`config.mk`:
```
export PLATFORM = sky130hd
export DESIGN_NAME = fwd_stall_ctrl
export DESIGN_NICKNAME = d
export VERILOG_FILES = /design/src/rtl/fwd_stall_ctrl.sv
export SDC_FILE = /design/constraint.sdc
export NUM_CORES = 1
export LEC_CHECK = 0
export CORE_ASPECT_RATIO = 1.4
export CORE_UTILIZATION = 38
export DETAILED_ROUTE_END_ITERATION = 10
export HOLD_SLACK_MARGIN = 0.08
export PLACE_DENSITY_LB_ADDON = 0.1
export SETUP_SLACK_MARGIN = 0.3
export SLEW_MARGIN = 20
export SYNTH_ARGS = -nofsm -noshare
export SYNTH_HDL_FRONTEND = slang
export SYNTH_SLANG_ARGS = --single-unit
```
`constraint.sdc`:
```
create_clock -name clk -period 2.25 [get_ports clk]
set_input_delay 0.5625 -clock clk [delete_from_list [all_inputs] [get_ports clk]]
set_output_delay 0.5625 -clock clk [all_outputs]
set_load 0.1 [all_outputs]
```
`src/rtl/fwd_stall_ctrl.sv`:
```
// Forwarding-select and stall controller for the 5-stage pipeline; owns the mult/div busy counter.
// Optional event counters (stall_cnt, fwd_cnt) are built when FWD_STALL_STATS_EN is defined.
module fwd_stall_ctrl #(
    parameter int unsigned MULT_CYCLES = 5,
    parameter int unsigned DIV_CYCLES  = 10,
    parameter int unsigned CNT_W       = 4
) (
    input  logic        clk,
    input  logic        rst_n,
    input  logic [4:0]  rs_d,
    input  logic [4:0]  rt_d,
    input  logic        rs_use_d,
    input  logic        rt_use_d,
    input  logic        md_use_d,
    input  logic [4:0]  wa_e,
    input  logic        we_e,
    input  logic        load_e,
    input  logic [4:0]  wa_m,
    input  logic        we_m,
    input  logic        md_start_e,
    input  logic        md_op_e,
    output logic [1:0]  fwd_rs_sel_e,
    output logic [1:0]  fwd_rt_sel_e,
    output logic        stall,
`ifdef FWD_STALL_STATS_EN
    output logic [31:0] stall_cnt,
    output logic [31:0] fwd_cnt,
`endif
    output logic        md_busy
);

    localparam logic [1:0] SEL_REG = 2'b00;
    localparam logic [1:0] SEL_M   = 2'b01;
    localparam logic [1:0] SEL_W   = 2'b10;

    logic [CNT_W-1:0] md_cnt;
    logic [CNT_W-1:0] md_cnt_nxt;
    logic [1:0]       rs_sel_nxt;
    logic [1:0]       rt_sel_nxt;
    logic [1:0]       rs_sel_ld;
    logic [1:0]       rt_sel_ld;
    logic             e_wr;
    logic             m_wr;
    logic             load_use;
    logic             md_stall;

    // Youngest producer wins; a load in E cannot forward yet, so it falls through to M/none.
    function automatic logic [1:0] sel_f(input logic rd_use, input logic [4:0] ra,
                                         input logic e_ok, input logic m_ok);
        logic [1:0] s;
        s = SEL_REG;
        if (rd_use && e_ok && (ra == wa_e))
            s = SEL_M;
        else if (rd_use && m_ok && (ra == wa_m))
            s = SEL_W;
        return s;
    endfunction

    always_comb begin
        e_wr       = 1'b0;
        m_wr       = 1'b0;
        load_use   = 1'b0;
        md_stall   = 1'b0;
        stall      = 1'b0;
        rs_sel_nxt = SEL_REG;
        rt_sel_nxt = SEL_REG;
        rs_sel_ld  = SEL_REG;
        rt_sel_ld  = SEL_REG;
        md_cnt_nxt = md_cnt;

        e_wr = we_e && (wa_e != 5'd0);
        m_wr = we_m && (wa_m != 5'd0);

        load_use = load_e && e_wr &&
                   ((rs_use_d && (rs_d == wa_e)) || (rt_use_d && (rt_d == wa_e)));
        md_stall = md_use_d && (md_busy || md_start_e);
        stall    = rst_n && (load_use || md_stall);

        rs_sel_nxt = sel_f(rs_use_d, rs_d, e_wr && !load_e, m_wr);
        rt_sel_nxt = sel_f(rt_use_d, rt_d, e_wr && !load_e, m_wr);

        // A stall inserts a bubble into E, so the bubble must not forward.
        if (!stall) begin
            rs_sel_ld = rs_sel_nxt;
            rt_sel_ld = rt_sel_nxt;
        end

        // Starts while busy are ignored; the stall keeps the pipeline from issuing them.
        if (md_start_e && (md_cnt == '0))
            md_cnt_nxt = md_op_e ? CNT_W'(DIV_CYCLES) : CNT_W'(MULT_CYCLES);
        else if (md_cnt != '0)
            md_cnt_nxt = md_cnt - CNT_W'(1);
    end

    always_ff @(posedge clk or negedge rst_n) begin
        if (!rst_n) begin
            fwd_rs_sel_e <= SEL_REG;
            fwd_rt_sel_e <= SEL_REG;
            md_cnt       <= '0;
            md_busy      <= 1'b0;
        end else begin
            fwd_rs_sel_e <= rs_sel_ld;
            fwd_rt_sel_e <= rt_sel_ld;
            md_cnt       <= md_cnt_nxt;
            md_busy      <= (md_cnt_nxt != '0);
        end
    end

`ifdef FWD_STALL_STATS_EN
    logic [1:0] fwd_inc;

    always_comb begin
        fwd_inc = {1'b0, (rs_sel_ld != SEL_REG)} + {1'b0, (rt_sel_ld != SEL_REG)};
    end

    // Event counters wrap naturally at 2^32.
    always_ff @(posedge clk or negedge rst_n) begin
        if (!rst_n) begin
            stall_cnt <= 32'd0;
            fwd_cnt   <= 32'd0;
        end else begin
            if (stall)
                stall_cnt <= stall_cnt + 32'd1;
            fwd_cnt <= fwd_cnt + 32'(fwd_inc);
        end
    end
`endif

endmodule

```
==> results of run 1 <==
==> power groups by stage <==
stage               combinational, uW  sequential (uW)  clock (uW)
detailed placement                375              242           0
floorplan                         190              256           0
global placement                  359              237           0
CTS                               451              238         123
finish                            491              240         125
global route                      525              244         139
==> per-layer routing <==
metal  vias up  global-route usage [%]
li1        439                       -
met1       432                   22.22
met2        48                   57.91
met3        20                   6.383
met4         0                   25.60
met5         -                       0
==> worst max-delay path, cell delays in order <==
cell,delay [ps]
dlygate4sd2_1,270
xnor2_1,190
nand4_1,180
o22ai_2,210
a41o_4,230
buf_12,170
==> timing repair <==
action	4_1_cts	5_1_grt
endpoints found under the setup margin	3	5
endpoints found under the hold margin	0	0
pin swaps	15	7
resized for setup	52	8
hold buffers	0	0
buffers inserted	10	0
==> cell families (layout without fill, tap and decap cells) <==
logic type | after synthesis | in the layout | share of synthesized area, %
flip-flops | 9 | 9 | 32.14
AO/OA/AOI/OAI | 17 | 17 | 15.89
adder cells (fa/ha/maj) | 1 | 1 | 1.785
AND/OR/NAND/NOR | 24 | 24 | 21.07
buffers and inverters | 5 | 81 | 2.679
multiplexers | 1 | 1 | 1.429
XOR/XNOR | 20 | 20 | 25.00
==> worst min path at each step <==
stage | startpoint | to | slack [ps] | depth (start not counted)
global route | rst_n | fwd_rt_sel_e[1] | 630 | 2
floorplan | rst_n | fwd_rs_sel_e[0] | 270 | 0
finish | md_cnt[0] | md_cnt[0] | 610 | 2
detailed placement | md_cnt[0] | md_cnt[0] | 540 | 1
global placement | md_cnt[0] | md_cnt[0] | 510 | 1
CTS | md_cnt[0] | md_cnt[0] | 620 | 2
==> final cells by class <==
class                      instances  area [sq um]
clock buffer                       4         26.28
fill                              91         281.5
inverter                           5         18.77
multi-input combinational         63         570.5
sequential                         9         225.2
tap                               20         25.02
timing repair buffer              72         609.3
==> sequential cells by signal, indices dropped and copies added, names as in the netlist <==
name and cells:
md_cnt 4, fwd_rt_sel_e 2, fwd_rs_sel_e 2, md_busy 1
==> cells in the mapped netlist (3+ instances only) <==
| cell type | instances |
|---|---|
| o22ai_1 | 3 |
| o21ai_0 | 5 |
| nand4_1 | 3 |
| nand3_1 | 4 |
| inv_1 | 5 |
| xnor2_1 | 12 |
| a21oi_1 | 3 |
| nand2_1 | 3 |
| dfrtp_1 | 9 |
| xor2_1 | 8 |
| nor2b_1 | 3 |
| or4_1 | 3 |
==> stage by stage <==
stage	TNS (ps)	hold WS, ps	utilization (%)	cells	cell area (sq um)
2_1_floorplan	0	266.9	-	77	715.7
4_1_cts	-143.3	619.8	82.55	173	1450
5_1_grt	-174.8	626.8	83.97	173	1475
3_3_place_gp	-400.2	514.5	73.50	159	1291
3_5_place_dp	-457.7	544.4	73.50	159	1291
6_report	-131.4	611.6	83.97	173	1475
==> reports/summary.txt, run 1 <==
CTS
----------------------------------------------------------------------------------------
Clock network latency to the later pin of the worst-skew pair                     260 ps
CTS Buf Count                                                                          3
TritonCTS clock tree                                                                 yes
CTS max path bufs                                                                      2
Sinks on Clock Net                                                                     9
Number of levels the H-tree was split into                                             1
Clock Root Buffer                                                               clkbuf_4
Reg clk slew, reported paths                                                       60 ps

LOGIC SYNTHESIS
----------------------------------------------------------------------------------------
Netlist Area Pre-Place                                                       700.7 sq um
Part of the Yosys area used for sequential elements                               32.14%
Flop and latch count out of synthesis                                                  9
Net count after synthesis                                                            108
Unique masters post-synth                                                             24
Main area contributors after synthesis                                      dfrtp_1, xnor2_1, xor2_1
Fraction of post-synthesis cell area in the top cell type by area                 32.14%
EDFF count, synth                                                                      0
Library cell occupying the most area in the post-synthesis netlist               dfrtp_1
Ys async rst share                                                                100.0%
Cell count after synthesis                                                            77
Post-synthesis average cell area                                             9.100 sq um
Top FF cell, synth                                                               dfrtp_1
Warning count from the yosys run                                                       0

FINAL LAYOUT
----------------------------------------------------------------------------------------
Share of cells above drive strength 1                                             49.67%
Commonest cells after routing, fill and taps aside                          buf_4, clkdlybuf4s50_1, dfrtp_1
Net count reported at finish                                                         185
Most common cell after layout, fill and taps aside                                 buf_4
P&R area growth vs syn                                                            110.5%
Diodes inserted                                                                        0

PWR
----------------------------------------------------------------------------------------
Switching part of the total                                                       38.57%
Leak                                                                        0.0006708 uW
Tot Pwr                                                                         856.5 uW
Highest ir drop seen on vdd                                                    0.2709 mV
Part of the total power dissipated in the clock network                            14.6%
Relative contribution of sequential cells to total power                           28.1%
Power spent charging and discharging nets                                       330.3 uW
Gate power share                                                                   57.4%
Internal power                                                                  526.2 uW
PD cells                                                                    580.6 mW/mm^2

FLOORPLAN
----------------------------------------------------------------------------------------
Number of primary I/O pins                                                            36
Effective utilization at floorplan                                                39.89%
Vertical die dimension                                                          52.81 um
Die width                                                                       38.29 um
Area of the die                                                             0.002022 sq mm
CORE AREA                                                                   0.001757 sq mm
Standard-cell row count                                                               18

TIMING
----------------------------------------------------------------------------------------
Number of setup violations in the final report                                         1
Final hold violation count                                                             0
Portion of the clock cycle consumed by the worst path in the final layout         105.8%
Clock period minus worst slack                                                   2381 ps
Worst slew margin relative to its limit                                           72.72%
Max Fclk                                                                       419.9 MHz
Setup repair after global routing missed its margin                                  yes
Worst-margin pin slew                                                           405.5 ps
Setup slack after layout                                                       -131.4 ps
Worst clock skew                                                               0.9163 ps
Max Slew Vio Count                                                                     0

DETAILED ROUTING
----------------------------------------------------------------------------------------
Sum of routed wire length over all layers                                        2809 um
Top Metal Used                                                                      met4
Routed via count divided by cell count                                             5.428
Met2 wire len                                                                    1687 um
Number of nets with antenna violations after routing                                   0
Length of routed met3 wiring                                                      122 um
Initial drt markers                                                                    9
First drt pass iteration count                                                         4
Routed length on met1                                                             785 um
DRC                                                                                    0
Number of vias after detailed routing                                                939
Routed length per placed instance                                               16.24 um

RUN
----------------------------------------------------------------------------------------
Number of max-cap violations                                                           0

SETUP PATH
----------------------------------------------------------------------------------------
Critical path startpoint                                                         rt_d[4]
R2r worst-path depth                                                                   6
Kind of critical path                                                          in -> out
Critical register-to-register path startpoint                                  md_cnt[1]
CP max FO                                                                              2
Worst EP required                                                                1690 ps
FF-to-FF End                                                                     md_busy
Type of destination of the critical path                                     output port
Element type at the critical path start                                       input port
Crit path capture                                                                  stall
Setup slack, reg-to-reg                                                           290 ps
Critical path arrival                                                            1820 ps

GLOBAL ROUTING
----------------------------------------------------------------------------------------
Residual overflow from global routing                                                  0
Initial antenna violation count                                                        0
Global-route wire length before repair                                           3953 um
Number of global-route vias before repair                                            976
All-Layer GR Usage                                                                29.84%
Largest net degree at the start of global routing                                      9

PLACEMENT
----------------------------------------------------------------------------------------
Number of I/O port buffers                                                            35
Estimated wirelength of the detail-placed design                                 1966 um
Placement Setup Slack                                                          -442.2 ps
Placer congestion estimate                                                        0.7467

RUN STATUS
----------------------------------------------------------------------------------------
Failing checks                                                              setup timing
Status                                                                      finished with violations

MIN PATH
----------------------------------------------------------------------------------------
Type of the worst min-delay path                                              reg -> reg

No activity file was read; power rests on OpenSTA's default activity.
==> run 2: changes to the inputs <==
--- a/config.mk
+++ b/config.mk
@@ -6,6 +6,7 @@
 export NUM_CORES = 1
 export LEC_CHECK = 0
 export CORE_ASPECT_RATIO = 1.4
+export CORE_MARGIN = 2
 export CORE_UTILIZATION = 38
 export DETAILED_ROUTE_END_ITERATION = 10
 export HOLD_SLACK_MARGIN = 0.08
==> reports/summary.txt, run 2 (same netlist as run 1, synthesis figures left out) <==
RUN STATUS
----------------------------------------------------------------------------------------
Status                                                                      finished with violations
Failing checks                                                              setup timing

PWR
----------------------------------------------------------------------------------------
Part of the total power dissipated in the clock network                            15.7%   +1.1 points
Switching part of the total                                                       38.93%   +0.36 points
Highest ir drop seen on vdd                                                    0.2790 mV   +3.0%
PD cells                                                                    546.6 mW/mm^2   -5.9%
Gate power share                                                                   54.8%   -2.6 points
Leak                                                                        0.0006913 uW   +3.1%
Relative contribution of sequential cells to total power                           29.5%   +1.4 points
Internal power                                                                  503.8 uW   -4.3%
Power spent charging and discharging nets                                       321.1 uW   -2.8%

SETUP PATH
----------------------------------------------------------------------------------------
Worst EP required                                                                1690 ps   about the same
R2r worst-path depth                                                                   6   unchanged
Critical path startpoint                                                        rt_use_d
Element type at the critical path start                                       input port
Slowest stage cell on the critical path                                     clkdlybuf4s50_1
Crit path capture                                                                  stall
CP max FO                                                                              2   unchanged
Kind of critical path                                                          in -> out
Max incr delay on CP                                                              500 ps   +230 ps
CP Cell Sequence                                                            clkdlybuf4s50_1, nand2_1, o22ai_2, a41o_4, buf_12
Setup slack, reg-to-reg                                                           400 ps   +110 ps
Type of destination of the critical path                                     output port
FF-to-FF End                                                                     md_busy
Critical path arrival                                                            1800 ps   -20 ps
Critical register-to-register path startpoint                                  md_cnt[0]

FINAL LAYOUT
----------------------------------------------------------------------------------------
Largest registers                                                           md_cnt: 4 flops, fwd_rs_sel_e: 2 flops, fwd_rt_sel_e: 2 flops
Share of cells above drive strength 1                                             49.02%   -0.65 points
Most common cell after layout, fill and taps aside                                 buf_4
Diodes inserted                                                                        0   unchanged
Commonest cells after routing, fill and taps aside                          buf_4, clkdlybuf4s50_1, buf_6
Largest register by flop count                                                    md_cnt
P&R area growth vs syn                                                            115.4%
Net count reported at finish                                                         185   unchanged
Max reg flops                                                                          4   unchanged

FLOORPLAN
----------------------------------------------------------------------------------------
Effective utilization at floorplan                                                39.89%   unchanged
Standard-cell row count                                                               18   unchanged
Area of the die                                                             0.002208 sq mm   +9.2%
CORE AREA                                                                   0.001757 sq mm   unchanged
Die width                                                                       40.29 um   +5.2%
Vertical die dimension                                                          54.81 um   +3.8%
Number of primary I/O pins                                                            36   unchanged

TIMING
----------------------------------------------------------------------------------------
Setup repair after global routing missed its margin                                  yes
Worst clock skew                                                                2.395 ps   +1.479 ps
Worst slew margin relative to its limit                                           73.00%   +0.29 points
Clock period minus worst slack                                                   2364 ps   -16.95 ps
Number of setup violations in the final report                                         1   unchanged
Setup slack after layout                                                       -114.4 ps   +16.95 ps
Max Slew Vio Count                                                                     0   unchanged
Portion of the clock cycle consumed by the worst path in the final layout         105.1%   -0.75 points
Sum Neg Setup Slack                                                            -114.4 ps   +16.95 ps
Worst-margin pin slew                                                           400.7 ps   -4.793 ps
Max Fclk                                                                       422.9 MHz   +0.72%
Final hold violation count                                                             0   unchanged

GLOBAL ROUTING
----------------------------------------------------------------------------------------
Residual overflow from global routing                                                  0   unchanged
Largest net degree at the start of global routing                                     10   +1
Initial antenna violation count                                                        0   unchanged
Global-route wire length before repair                                           4008 um   +1.4%
All-Layer GR Usage                                                                28.37%   -1.5 points
Number of global-route vias before repair                                           1006   +3.1%

DETAILED ROUTING
----------------------------------------------------------------------------------------
DRC                                                                                    0   unchanged
Initial drt markers                                                                   24   +15
Number of nets with antenna violations after routing                                   0   unchanged
Routed via count divided by cell count                                             5.613   +3.4%
Routed length per placed instance                                               16.40 um   +1.0%
Sum of routed wire length over all layers                                        2838 um   +1.0%
Number of vias after detailed routing                                                971   +3.4%
First drt pass iteration count                                                         4   unchanged

CTS
----------------------------------------------------------------------------------------
Number of levels the H-tree was split into                                             1   unchanged
CTS max path bufs                                                                      2   unchanged
Sinks on Clock Net                                                                     9   unchanged
CTS Buf Count                                                                          3   unchanged
Reg clk slew, reported paths                                                       60 ps   about the same
TritonCTS clock tree                                                                 yes
Clock network latency to the later pin of the worst-skew pair                     270 ps   about the same
CTS Hold Bufs                                                                          0   unchanged
Clock Root Buffer                                                               clkbuf_4

PLACEMENT
----------------------------------------------------------------------------------------
Estimated wirelength of the detail-placed design                                 1948 um   -0.91%
Placer congestion estimate                                                        0.8073   +8.1%
Number of I/O port buffers                                                            35   unchanged
Placement Setup Slack                                                          -432.4 ps   +9.760 ps

MIN PATH
----------------------------------------------------------------------------------------
Type of the worst min-delay path                                              reg -> reg
Hold-critical path depth                                                               1   -1

RUN
----------------------------------------------------------------------------------------
Number of max-cap violations                                                           0   unchanged

[run 2: changes by cell type in the layout (fill, tap and decap cells not counted)]
cell and delta:
clkbuf_2 -1, buf_6 +11, a21oi_2 -1, dlymetal6s2s_1 +1, o22ai_4 +2, o22ai_2 -2
a21oi_1 +1, clkdlybuf4s18_2 -1, buf_4 -10, buf_2 +4, clkdlybuf4s50_1 -1, clkdlybuf4s15_2 -3
[run 2: what timing repair did]
action                     in CTS  in global routing
pin swaps                      18                  9
setup endpoints to repair       3                  5
setup buffers                  11                  1
resized for setup              65                 12
[run 2: stage by stage]
stage / hold slack (ps) / power (uW) / std cells / util, % / area, sq um
5_1_grt: 600.9 / 863.7 / 173 / 85.90 / 1509
6_report: 560.8 / 824.9 / 173 / 85.90 / 1509
3_5_place_dp: 530.7 / 620.8 / 157 / 72.65 / 1276
2_1_floorplan: 266.9 / 446.0 / 77 / - / 715.7
3_3_place_gp: 505.5 / 599.3 / 157 / 72.65 / 1276
4_1_cts: 557.6 / 803.6 / 172 / 82.69 / 1453
[run 2: layer usage]
layer	GRT usage, %	wire length (um)	up-vias
met2	53.23	1560	63
met5	0	0	-
met1	25.00	924	449
met4	25.56	210	0
li1	-	-	438
met3	2.033	143	21
[run 2: power groups by stage]
stage          combinational [uW]  clock (uW)  sequential, uW
2_1_floorplan                 190           0             256
3_3_place_gp                  361           0             238
3_5_place_dp                  378           0             243
4_1_cts                       431         129             243
5_1_grt                       483         133             247
6_report                      452         130             243
[run 2: layout make-up]
class                      instances  area, sq um
clock buffer                       4        26.28
timing repair buffer              72        631.9
fill                              93        247.7
inverter                           5        18.77
sequential                         9        225.2
tap                               20        25.02
multi-input combinational         63        581.8
[run 2: worst max-delay path, delay by kind of cell]
family | cells | cell delay [ps]
simple gates | 1 | 130
compound gates | 2 | 450
buf+inv | 2 | 670
[run 2: worst min path at each step]
| stage | slack (ps) | start | endpoint |
|---|---|---|---|
| global route | 600 | md_cnt[0] | md_cnt[0] |
| detailed placement | 530 | md_cnt[0] | md_cnt[0] |
| floorplan | 270 | rst_n | fwd_rs_sel_e[0] |
| CTS | 560 | md_cnt[0] | md_cnt[0] |
| finish | 560 | md_cnt[0] | md_cnt[0] |
| global placement | 510 | md_cnt[0] | md_cnt[0] |
==> run 3: changes to the inputs <==
--- a/config.mk
+++ b/config.mk
@@ -10,7 +10,7 @@
 export CORE_UTILIZATION = 38
 export DETAILED_ROUTE_END_ITERATION = 10
 export HOLD_SLACK_MARGIN = 0.08
-export PLACE_DENSITY_LB_ADDON = 0.1
+export PLACE_DENSITY = 0.83
 export SETUP_SLACK_MARGIN = 0.3
 export SLEW_MARGIN = 20
 export SYNTH_ARGS = -nofsm -noshare
==> reports/summary.txt, run 3 (same netlist as run 1, synthesis figures left out) <==
RUN STATUS
----------------------------------------------------------------------------------------
Status                                                                      finished with violations
Failing checks                                                              setup timing

PWR
----------------------------------------------------------------------------------------
Tot Pwr                                                                         879.5 uW   +6.6%
Leak                                                                        0.0006985 uW   +1.0%
Highest ir drop seen on vdd                                                    0.4107 mV   +47%
PD cells                                                                    594.2 mW/mm^2   +8.7%

CTS
----------------------------------------------------------------------------------------
Clock Root Buffer                                                               clkbuf_4
CTS Buf Count                                                                          3   unchanged
TritonCTS clock tree                                                                 yes
Reg clk slew, reported paths                                                       60 ps   about the same
CTS max path bufs                                                                      2   unchanged
Clock network latency to the later pin of the worst-skew pair                     260 ps   about the same
CTS Hold Bufs                                                                          0   unchanged
Number of levels the H-tree was split into                                             1   unchanged
Sinks on Clock Net                                                                     9   unchanged

FINAL LAYOUT
----------------------------------------------------------------------------------------
Max reg flops                                                                          4   unchanged
Largest registers                                                           md_cnt: 4 flops, fwd_rs_sel_e: 2 flops, fwd_rt_sel_e: 2 flops
P&R area growth vs syn                                                            111.3%
Commonest cells after routing, fill and taps aside                          buf_4, clkdlybuf4s50_1, xnor2_1
Net count reported at finish                                                         190   +2.7%
Number of cells in the finished layout apart from fillers                            178   +2.9%
Most common cell after layout, fill and taps aside                                 buf_4
Largest register by flop count                                                    md_cnt
Diodes inserted                                                                        0   unchanged
Share of cells above drive strength 1                                             46.84%   -2.2 points

DETAILED ROUTING
----------------------------------------------------------------------------------------
Sum of routed wire length over all layers                                        3275 um   +15%
DRC                                                                                    0   unchanged
Number of nets with antenna violations after routing                                   0   unchanged
First drt pass iteration count                                                         4   unchanged
Initial drt markers                                                                   32   +33%
Routed via count divided by cell count                                             5.691   +1.4%
Routed length per placed instance                                               18.40 um   +12%
Number of vias after detailed routing                                               1013   +4.3%

RUN
----------------------------------------------------------------------------------------
Number of max-cap violations                                                           0   unchanged

SETUP PATH
----------------------------------------------------------------------------------------
Critical path arrival                                                            1820 ps   +20 ps
Element type at the critical path start                                       input port
Slowest stage cell on the critical path                                            or4_4
Buffer and inverter count on the worst path                                            3   +1
Worst EP required                                                                1690 ps   about the same
Critical register-to-register path startpoint                                  md_cnt[0]
R2r worst-path depth                                                                   6   unchanged
Kind of critical path                                                          in -> out
Cell class contributing the biggest share of worst-path delay               simple AND/OR/NAND/NOR gates
FF-to-FF End                                                                     md_busy
CP max FO                                                                              2   unchanged
Type of destination of the critical path                                     output port
Setup slack, reg-to-reg                                                           280 ps   -120 ps
Max incr delay on CP                                                              540 ps   +40 ps
CP Cell Sequence                                                            buf_6, or4_4, o21ai_4, inv_2, a41o_4, buf_12

FLOORPLAN
----------------------------------------------------------------------------------------
Effective utilization at floorplan                                                39.89%   unchanged
Standard-cell row count                                                               18   unchanged
CORE AREA                                                                   0.001757 sq mm   unchanged
Vertical die dimension                                                          54.81 um   unchanged
Number of primary I/O pins                                                            36   unchanged
Die width                                                                       40.29 um   unchanged
Area of the die                                                             0.002208 sq mm   unchanged

TIMING
----------------------------------------------------------------------------------------
Portion of the clock cycle consumed by the worst path in the final layout         106.0%   +0.93 points
Worst-margin pin slew                                                           507.3 ps   +106.6 ps
Final hold violation count                                                             0   unchanged
Max Slew Vio Count                                                                     0   unchanged
Max Fclk                                                                       419.2 MHz   -0.88%
Worst slew margin relative to its limit                                           65.82%   -7.2 points
Worst clock skew                                                                1.647 ps   -0.7485 ps
Clock period minus worst slack                                                   2385 ps   +21.02 ps
Number of setup violations in the final report                                         1   unchanged
Setup slack after layout                                                       -135.5 ps   -21.02 ps
Setup repair after global routing missed its margin                                  yes
Sum Neg Setup Slack                                                            -135.5 ps   -21.02 ps

PLACEMENT
----------------------------------------------------------------------------------------
Number of I/O port buffers                                                            35   unchanged
Placer congestion estimate                                                        0.8478   +5.0%
Estimated wirelength of the detail-placed design                                 1916 um   -1.7%
DP Cell Count                                                                        160   +1.9%
Placement Setup Slack                                                          -445.1 ps   -12.65 ps

MIN PATH
----------------------------------------------------------------------------------------
Endpoint, Worst Hold                                                           md_cnt[3]
Hold-critical path depth                                                               1   unchanged
Hold Path Origin                                                               md_cnt[3]
Type of the worst min-delay path                                              reg -> reg

GLOBAL ROUTING
----------------------------------------------------------------------------------------
Global-route wire length before repair                                           4236 um   +5.7%
Initial antenna violation count                                                        0   unchanged
Residual overflow from global routing                                                  0   unchanged
Largest net degree at the start of global routing                                     11   +1
All-Layer GR Usage                                                                29.10%   +0.72 points
Number of global-route vias before repair                                           1001   -0.50%

## run 3: per-stage QoR
stage                     util, %  cell area [sq um]  hold WS (ps)
after detailed placement    73.93               1299         524.3
final                       84.26               1480         648.9
after CTS                   79.77               1401         549.9
after global placement      73.93               1299         511.7
after global routing        84.26               1480         644.4
after floorplan                 -              715.7         266.9
## run 3: worst reg2reg max path, cell delays in order, from the launching register on
cell,delay [ps]
dfrtp_1,420
inv_2,100
ha_4,150
or3b_4,410
nor3b_2,190
a21oi_2,60
or4_1,510
## run 3: layout make-up
class	count	area, sq um
Tap cell	20	25.02
Timing Repair Buffer	77	644.4
Sequential cell	9	225.2
Inverter	5	18.77
Clock buffer	4	26.28
Multi-Input combinational cell	63	540.5
Fill cell	106	276.5
## run 3: repair_timing
item,4_1_cts,5_1_grt
endpoints found under the setup margin,2,6
gates resized for setup,35,15
pin swaps,13,8
setup buffers,10,4
## run 3: worst max path at each step
stage	start	endpoint	slack, ps	cells after the start
3_3_place_gp	wa_e[3]	stall	-410	6
5_1_grt	wa_e[3]	stall	-160	6
6_report	wa_e[3]	stall	-140	6
3_5_place_dp	wa_e[3]	stall	-450	6
2_1_floorplan	wa_e[3]	stall	80	4
4_1_cts	wa_e[4]	stall	-140	6
## run 3: layer usage
layer	up-vias	track usage (%)	share of wire, %
met5	-	0	0
met4	0	11.67	7.5
met3	23	5.285	5.7
met2	71	58.06	53
met1	474	26.95	34
li1	445	-	-
## run 3: report_power, final
| part | leakage (uW) | total [uW] | internal, uW | switching (uW) |
|---|---|---|---|---|
| Combinational | 0.000571 | 510 | 266 | 244 |
| Sequential | 0.000112 | 248 | 205 | 42.9 |
| Clock | 0.0000150 | 122 | 68.2 | 54.0 |
